**config.mk**
```make
export PLATFORM = sky130hd
export DESIGN_NAME = axi_stream_rr_arbiter
export DESIGN_NICKNAME = d
export VERILOG_FILES = /design/src/rtl/axi_stream_rr_arbiter.sv
export SDC_FILE = /design/constraint.sdc
export NUM_CORES = 1
export LEC_CHECK = 0
export CAP_MARGIN = 20
export CORE_ASPECT_RATIO = 1.75
export CORE_UTILIZATION = 38
export DETAILED_ROUTE_END_ITERATION = 7
export GPL_ROUTABILITY_DRIVEN = 1
export PLACE_DENSITY = 0.85
export SLEW_MARGIN = 20
export SYNTH_ARGS = -nofsm -noshare
export SYNTH_HDL_FRONTEND = slang
export SYNTH_SLANG_ARGS = --single-unit
export TNS_END_PERCENT = 50
```
**constraint.sdc**
```tcl
create_clock -name clk -period 3.15 [get_ports clk]
set_clock_uncertainty 0.1 [all_clocks]
set_input_delay 0.63 -clock clk [delete_from_list [all_inputs] [get_ports clk]]
set_output_delay 0.63 -clock clk [all_outputs]
set_load 0.01 [all_outputs]
```
**src/rtl/axi_stream_rr_arbiter.sv**
```systemverilog
// Purpose: round-robin N-to-1 AXI4-Stream packet arbiter with the grant locked from first beat to tlast.
// Latency: request -> s_tready one cycle later -> m_tvalid one cycle after that; one idle bubble between packets.
// Backpressure: only the granted source sees tready, combinationally from m_tready; the output slice holds while stalled.
module axi_stream_rr_arbiter #(
    parameter int NUM_SOURCES = 4,
    parameter int byte_width  = 4,
    parameter int id_width    = 2
) (
    input  logic                                  clk,
    input  logic                                  resetn,
    input  logic [NUM_SOURCES-1:0]                s_tvalid,
    output logic [NUM_SOURCES-1:0]                s_tready,
    input  logic [NUM_SOURCES*8*byte_width-1:0]   s_tdata,
    input  logic [NUM_SOURCES*byte_width-1:0]     s_tkeep,
    input  logic [NUM_SOURCES*byte_width-1:0]     s_tstrb,
    input  logic [NUM_SOURCES-1:0]                s_tlast,
    output logic                                  m_tvalid,
    input  logic                                  m_tready,
    output logic [8*byte_width-1:0]               m_tdata,
    output logic [byte_width-1:0]                 m_tkeep,
    output logic [byte_width-1:0]                 m_tstrb,
    output logic                                  m_tlast,
    output logic [id_width-1:0]                   m_tid,
    output logic                                  busy
);

    localparam int DW = 8 * byte_width;
    localparam int KW = byte_width;

    localparam logic [0:0] ST_IDLE   = 1'b0;
    localparam logic [0:0] ST_LOCKED = 1'b1;

    logic [0:0]          state_q,      state_d;
    logic [id_width-1:0] grant_q,      grant_d;
    logic [id_width-1:0] last_grant_q, last_grant_d;
    logic                m_tvalid_q,   m_tvalid_d;
    logic [DW-1:0]       m_tdata_q,    m_tdata_d;
    logic [KW-1:0]       m_tkeep_q,    m_tkeep_d;
    logic [KW-1:0]       m_tstrb_q,    m_tstrb_d;
    logic                m_tlast_q,    m_tlast_d;
    logic [id_width-1:0] m_tid_q,      m_tid_d;

    logic                sel_tvalid;
    logic [DW-1:0]       sel_tdata;
    logic [KW-1:0]       sel_tkeep;
    logic [KW-1:0]       sel_tstrb;
    logic                sel_tlast;
    logic                slot_free;
    logic                accept;
    logic                pick_vld;
    logic [id_width-1:0] pick_idx;

    // The output slice can take a new beat when empty or draining this cycle.
    assign slot_free = !m_tvalid_q || m_tready;
    assign accept    = (state_q == ST_LOCKED) && sel_tvalid && slot_free;

    // Route the granted source's slice to the output slice inputs.
    always_comb begin
        sel_tvalid = 1'b0;
        sel_tdata  = '0;
        sel_tkeep  = '0;
        sel_tstrb  = '0;
        sel_tlast  = 1'b0;
        for (int i = 0; i < NUM_SOURCES; i++) begin
            if (grant_q == id_width'(i)) begin
                sel_tvalid = s_tvalid[i];
                sel_tdata  = s_tdata[i*DW +: DW];
                sel_tkeep  = s_tkeep[i*KW +: KW];
                sel_tstrb  = s_tstrb[i*KW +: KW];
                sel_tlast  = s_tlast[i];
            end
        end
    end

    // Round-robin pick: lowest requester above last_grant wins, else lowest requester at or below it.
    always_comb begin
        pick_vld = |s_tvalid;
        pick_idx = '0;
        for (int i = NUM_SOURCES - 1; i >= 0; i--) begin
            if (s_tvalid[i] && (id_width'(i) <= last_grant_q)) begin
                pick_idx = id_width'(i);
            end
        end
        for (int i = NUM_SOURCES - 1; i >= 0; i--) begin
            if (s_tvalid[i] && (id_width'(i) > last_grant_q)) begin
                pick_idx = id_width'(i);
            end
        end
    end

    // Only the locked source ever sees tready, and only when the slice can take a beat.
    always_comb begin
        s_tready = '0;
        for (int i = 0; i < NUM_SOURCES; i++) begin
            s_tready[i] = (state_q == ST_LOCKED) && (grant_q == id_width'(i)) && slot_free;
        end
    end

    // Arbitrate in IDLE, hold the grant in LOCKED until the tlast beat is accepted.
    always_comb begin
        state_d      = state_q;
        grant_d      = grant_q;
        last_grant_d = last_grant_q;
        if (state_q == ST_IDLE) begin
            if (pick_vld) begin
                grant_d = pick_idx;
                state_d = ST_LOCKED;
            end
        end else begin
            if (accept && sel_tlast) begin
                last_grant_d = grant_q;
                state_d      = ST_IDLE;
            end
        end
    end

    // One-beat output slice: load on accept, otherwise drop valid once the beat is taken.
    always_comb begin
        m_tvalid_d = m_tvalid_q;
        m_tdata_d  = m_tdata_q;
        m_tkeep_d  = m_tkeep_q;
        m_tstrb_d  = m_tstrb_q;
        m_tlast_d  = m_tlast_q;
        m_tid_d    = m_tid_q;
        if (accept) begin
            m_tvalid_d = 1'b1;
            m_tdata_d  = sel_tdata;
            m_tkeep_d  = sel_tkeep;
            m_tstrb_d  = sel_tstrb;
            m_tlast_d  = sel_tlast;
            m_tid_d    = grant_q;
        end else if (m_tvalid_q && m_tready) begin
            m_tvalid_d = 1'b0;
        end
    end

    // State registers; reset drops any packet in flight and any buffered beat.
    always_ff @(posedge clk) begin
        if (!resetn) begin
            state_q      <= ST_IDLE;
            grant_q      <= '0;
            last_grant_q <= id_width'(NUM_SOURCES - 1);
            m_tvalid_q   <= 1'b0;
            m_tdata_q    <= '0;
            m_tkeep_q    <= '0;
            m_tstrb_q    <= '0;
            m_tlast_q    <= 1'b0;
            m_tid_q      <= '0;
        end else begin
            state_q      <= state_d;
            grant_q      <= grant_d;
            last_grant_q <= last_grant_d;
            m_tvalid_q   <= m_tvalid_d;
            m_tdata_q    <= m_tdata_d;
            m_tkeep_q    <= m_tkeep_d;
            m_tstrb_q    <= m_tstrb_d;
            m_tlast_q    <= m_tlast_d;
            m_tid_q      <= m_tid_d;
        end
    end

    assign m_tvalid = m_tvalid_q;
    assign m_tdata  = m_tdata_q;
    assign m_tkeep  = m_tkeep_q;
    assign m_tstrb  = m_tstrb_q;
    assign m_tlast  = m_tlast_q;
    assign m_tid    = m_tid_q;
    assign busy     = (state_q == ST_LOCKED);

endmodule

```
==> results_dict.tcl, run 1 <==
set metrics [dict create \
    p_clk_share_pct 29.9 \
    worstPathRequired_ns 2.42 \
    ctsResizeCount 0 \
    path_class "in2out" \
    synth_area_leader_cell "dfxtp_1" \
    place_area_um2 5200 \
    cts.path.max_buffers 2 \
    port_buffers 219 \
    setup_viol 0 \
    grtUsageTotal_pct 24.2 \
    vias 3115 \
    initial_core_util_pct 39.3 \
    busiest_layer "met2" \
    ys.flop_type "dfxtp_1" \
    ys_ff_latch 49 \
    drc_errors 0 \
    ys_types 31 \
    coreArea_um2 7620 \
    viasPerCell 5.36 \
    row_count 42 \
    syn_area_um2 3000 \
    syn_area_per_cell_um2 10.6 \
    hp-class "reg2reg" \
    hpwl_um 8040 \
    synth_top_area_share_pct 32.7 \
    holdWs_ns 0.354 \
    leakagePower_nw 1.89 \
    worst_slack_ns 0.266 \
    grtUsageMet2_pct 45.5 \
    worstSetupEndpointType "output port" \
    sw_frac_of_total_pct 24.9 \
    worst_r2r_endpoint "m_tkeep[1]" \
    synth-edff-count 0 \
    grt_use_met3_pct 4.74 \
    cts_tree "yes" \
    utilization_pct 70.4 \
    htreeDepth 2 \
    grt_pass1_wl_um 15600 \
    async_flop_share_pct 0 \
    r2r-start "grant_q[0]" \
    clock_latency_ns 0.28 \
    cts_setup_buffers 0 \
    antennaDiodeCount 0 \
    irDropWorstVdd_uv 296 \
    drt_pre_antenna_iters 5 \
    placed_cells 573 \
    synthToLayoutAreaGrowth_pct 79.1 \
    wl_per_cell_um 17.6 \
    status "finished clean" \
    ff2ff_path_depth 4 \
    r2r_slack_ns 1.14 \
    final-instance-count-excl-fill 581 \
    intPower_mw 1.47 \
    grt_max_degree 46 \
    grt_pass1_vias 3161 \
    relSlewSlack_pct 48.2 \
    sequentialPowerShare_pct 35.8 \
    design_area_um2 5370 \
    cts_hold_buf 0 \
    die_x_um 69.1 \
    die_h_um 119 \
    regArea_um2 986 \
    postRouteWirelength_um 10200 \
    postSynthCellCount 284 \
    fmax_mhz 347 \
    rsz0062_at_grt "no" \
    multi_input_area_um2 1830 \
    numCtsBuffers 5 \
    finalHoldViolations 0 \
    maxCapViolations 0 \
    fin_crit_ns 2.88 \
    final_nets 663 \
    clock-root-buffer "clkbuf_16" \
    p_total_mw 1.95 \
    combPwrFrac_pct 34.3 \
    io_pins 220 \
    tightest_slew_ns 0.777 \
    crit_end "s_tready[2]" \
    clkTransAtPathRegs_ns 0.06 \
    fin_crit_sh_pct 91.6 \
    use_met1_pct 25.1 \
    synth_nets 455 \
    worstPathArrival_ns 2.15 \
    power.switching_uw 486 \
    fin_tns_setup_ns 0 \
    drt_iter0_markers 169 \
    dpl_worst_slack_ns 0.284 \
    slew_viol_final 0 \
    dieArea_um2 8260 \
    cts_sinks 49 \
    grt-ovfl-total 0 \
    critPathMaxFanout 4 \
    ant_nets 0 \
    yosysWarnings 0 \
    worst_setup_path_start_kind "input port" \
    crit_path_start "m_tready" \
    ys_seq_area_share_pct 32.7 \
    ys_top_cells_by_area "dfxtp_1 33%, mux4_2 32%, nand2_1 11%, a21boi_1 10%, buf_6 2.3%" \
    gp_congestion 0.843 \
    most-common-layout-cells "219 x clkdlybuf4s50_1, 90 x nand2_1, 47 x dfxtp_1" \
    fill_cells 616 \
    layout-drive-gt1-share_pct 12.6 \
    layout_commonest_cell "clkdlybuf4s50_1" \
    antenna_found_initial 0 \
    power.density_nw_per_um2 364 \
]
[logic make-up after synthesis]
family,Yosys count,synth area share (%)
muxes,47,33.3
and+or+nand+nor,102,13.9
AOI/OAI and AO/OA,57,13.9
DFF,49,32.7
buffers and inverters,29,6.26
[Yosys cell counts (all sizes together) (3+ instances only)]
cell and instances:
nand2 90, mux2i 4, a21boi 44, inv 3
clkbuf 13, dfxtp 49, mux4 42, a21oi 3
buf 13, o21ai 3
[registers in the layout (all words and copies together), names as in the netlist]
name          cells
busy              1
grant_q           2
last_grant_q      2
m_tdata          32
m_tid             2
m_tkeep           4
m_tlast           1
m_tstrb           4
m_tvalid          1
[area by class of cell]
| type | instances | share of cell area [%] |
|---|---|---|
| multi-input cells | 206 | 34.1 |
| clock buffers | 8 | 3.12 |
| inverters | 3 | 0.210 |
| well taps | 88 | 2.05 |
| repair buffers | 227 | 42.2 |
| flip-flops and latches | 49 | 18.4 |
[per-layer routing]
layer / wire [um] / up-vias / part of all wire [%]
li1: - / 1446 / -
met1: 3500 / 1504 / 34
met2: 5780 / 138 / 56
met3: 596 / 27 / 5.8
met4: 356 / 0 / 3.5
met5: 0 / - / 0
[how the worst min path moves through the flow]
| stage | from | to | slack, ns | cells past startpoint |
|---|---|---|---|---|
| 3_3_place_gp | m_tdata[27] | m_tdata[27] | 0.34 | 2 |
| 6_report | m_tdata[31] | m_tdata[31] | 0.35 | 2 |
| 4_1_cts | m_tdata[17] | m_tdata[17] | 0.36 | 2 |
| 2_1_floorplan | last_grant_q[0] | last_grant_q[0] | 0.37 | 2 |
| 5_1_grt | m_tdata[2] | m_tdata[2] | 0.37 | 2 |
| 3_5_place_dp | m_tdata[17] | m_tdata[17] | 0.35 | 2 |
[power groups by stage]
| stage | registers (mW) | logic, mW | clock network, mW |
|---|---|---|---|
| 2_1_floorplan | 0.725 | 0.317 | 0 |
| 3_3_place_gp | 0.712 | 0.660 | 0 |
| 3_5_place_dp | 0.714 | 0.676 | 0 |
| 4_1_cts | 0.700 | 0.678 | 0.599 |
| 5_1_grt | 0.707 | 0.716 | 0.625 |
| 6_report | 0.700 | 0.670 | 0.583 |
[critical path: stages]
cell             delay, ns
clkdlybuf4s50_1       0.44
nand2b_1              0.17
nand2_1               0.12
nor3b_1               0.22
clkdlybuf4s50_1       0.56
(Power assumes the default switching activity.)
==> inputs of run 2 (changes only) <==
- CELL_PAD_IN_SITES_DETAIL_PLACEMENT: unset -> 0
- CELL_PAD_IN_SITES_GLOBAL_PLACEMENT: unset -> 1
- CORE_UTILIZATION: 38 -> 26
- GPL_TIMING_DRIVEN: unset -> 0
- PLACE_DENSITY: 0.85 -> 0.83
==> results_dict.tcl, run 2 (same netlist as run 1, synthesis figures left out) <==
set metrics [dict create \
    status "finished clean" \
    p_total_mw 2.02 \
    largest_register_ffs 32 \
    hold_end "m_tdata[4]" \
    dieArea_um2 12000 \
    grt_max_degree 15 \
    finalHoldViolations 0 \
    wl_per_cell_um 17.6 \
    synthToLayoutAreaGrowth_pct 84.1 \
    relSlewSlack_pct 56.5 \
    cts_sinks 49 \
    maxCapViolations 0 \
    fill_cells 1045 \
    port_buffers 218 \
    worst_r2r_endpoint "m_tkeep[0]" \
    worstPathArrival_ns 2.27 \
    gp_congestion 0.825 \
    r2r-start "grant_q[0]" \
    dpl_worst_slack_ns 0.127 \
    crit_path_frequent_cell "clkdlybuf4s50_1" \
    worst_slack_ns 0.149 \
    die_x_um 83.2 \
    sw_frac_of_total_pct 24.9 \
    irDropWorstVdd_uv 228 \
    final-instance-count-excl-fill 642 \
    p_clk_share_pct 30.6 \
    drt_pre_antenna_iters 4 \
    grt_pass1_wl_um 17000 \
    cts_setup_buffers 0 \
    clkTransAtPathRegs_ns 0.06 \
    cts_tree "yes" \
    antennaDiodeCount 0 \
    placed_cells 634 \
    cp_top_family "buffers and inverters" \
    setup_viol 0 \
    final_nets 680 \
    place_area_um2 5340 \
    sequentialPowerShare_pct 34.4 \
    cts.path.max_buffers 2 \
    vias 3118 \
    utilization_pct 49.4 \
    ant_nets 0 \
    ctsResizeCount 0 \
    hp-class "reg2reg" \
    crit_buf_inv 2 \
    critPathMaxFanout 7 \
    power.density_nw_per_um2 366 \
    coreArea_um2 11200 \
    hpwl_um 9460 \
    grtUsageTotal_pct 18.5 \
    clock_latency_ns 0.29 \
    ff2ff_path_depth 5 \
    layout_commonest_cell "clkdlybuf4s50_1" \
    worstPathRequired_ns 2.42 \
    power.switching_uw 502 \
    worstSetupEndpointType "output port" \
    holdWs_ns 0.350 \
    numCtsBuffers 5 \
    antenna_found_initial 0 \
    die_h_um 144 \
    most-common-layout-cells "218 x clkdlybuf4s50_1, 90 x nand2_1, 49 x dfxtp_1" \
    grt_pass1_vias 3158 \
    layout-drive-gt1-share_pct 13.1 \
    hp-start "m_tdata[4]" \
    postRouteWirelength_um 11300 \
    io_pins 220 \
    cts_hold_buf 0 \
    drc_errors 0 \
    worst_setup_path_start_kind "input port" \
    leakagePower_nw 1.94 \
    cp_cell_sequence "clkdlybuf4s50_1 > nand2b_1 > nand2_1 > nor3b_1 > clkdlybuf4s50_1" \
    intPower_mw 1.52 \
    rsz0062_at_grt "no" \
    initial_core_util_pct 26.8 \
    fin_crit_sh_pct 95.3 \
    fin_tns_setup_ns 0 \
    path_class "in2out" \
    fin_crit_ns 3.00 \
    viasPerCell 4.86 \
    worst_path_max_delay_cell "clkdlybuf4s50_1" \
    htreeDepth 2 \
    worstHoldPathCells 2 \
    fmax_mhz 333 \
    grt-ovfl-total 0 \
    design_area_um2 5520 \
    clock-root-buffer "clkbuf_16" \
    drt_iter0_markers 70 \
    slew_viol_final 0 \
    max_stage_delay_ns 0.57 \
    combPwrFrac_pct 35.0 \
    r2r_slack_ns 1.23 \
    row_count 51 \
    tightest_slew_ns 0.652 \
]
run 2: worst max-delay path by stage:
| stage | startpoint | endpoint | slack (ns) | cells after the start |
|---|---|---|---|---|
| final | m_tready | s_tready[2] | 0.15 | 5 |
| after global routing | m_tready | s_tready[2] | 0.07 | 5 |
| after CTS | m_tready | s_tready[2] | 0.14 | 5 |
| after detailed placement | m_tready | s_tready[2] | 0.13 | 5 |
| after global placement | m_tready | s_tready[2] | 0.19 | 5 |
| after floorplan | m_tready | s_tready[2] | 1.13 | 3 |
run 2: tightest hold or removal path: cells and delay by family, from the launching register on:
family	cells	cell delay (ns)
simple gates	1	0.05
flops	1	0.31
compound gates	1	0.05
run 2: area by class of cell:
class / instances / area (um^2) / area share [%]
well taps: 132 / 165 / 2.99
flip-flops and latches: 49 / 981 / 17.8
plain buffers: 26 / 176 / 3.20
multi-input cells: 206 / 1830 / 33.1
clock inverters: 1 / 30.0 / 0.544
inverters: 3 / 11.3 / 0.204
repair buffers: 218 / 2180 / 39.6
clock buffers: 7 / 143 / 2.59
run 2: power groups by stage:
| stage | Combinational [mW] | Sequential, mW | Clock, mW |
|---|---|---|---|
| finish | 0.706 | 0.694 | 0.619 |
| global route | 0.763 | 0.699 | 0.664 |
| CTS | 0.719 | 0.694 | 0.637 |
| detailed placement | 0.718 | 0.708 | 0 |
| global placement | 0.709 | 0.706 | 0 |
| floorplan | 0.317 | 0.725 | 0 |
run 2: metal layers:
layer | vias up | global-route usage (%) | wire, um
li1 | 1484 | - | -
met1 | 1515 | 18.9 | 3910
met2 | 109 | 37.0 | 6550
met3 | 10 | 4.22 | 633
met4 | 0 | 5.54 | 191
met5 | - | 0 | 0
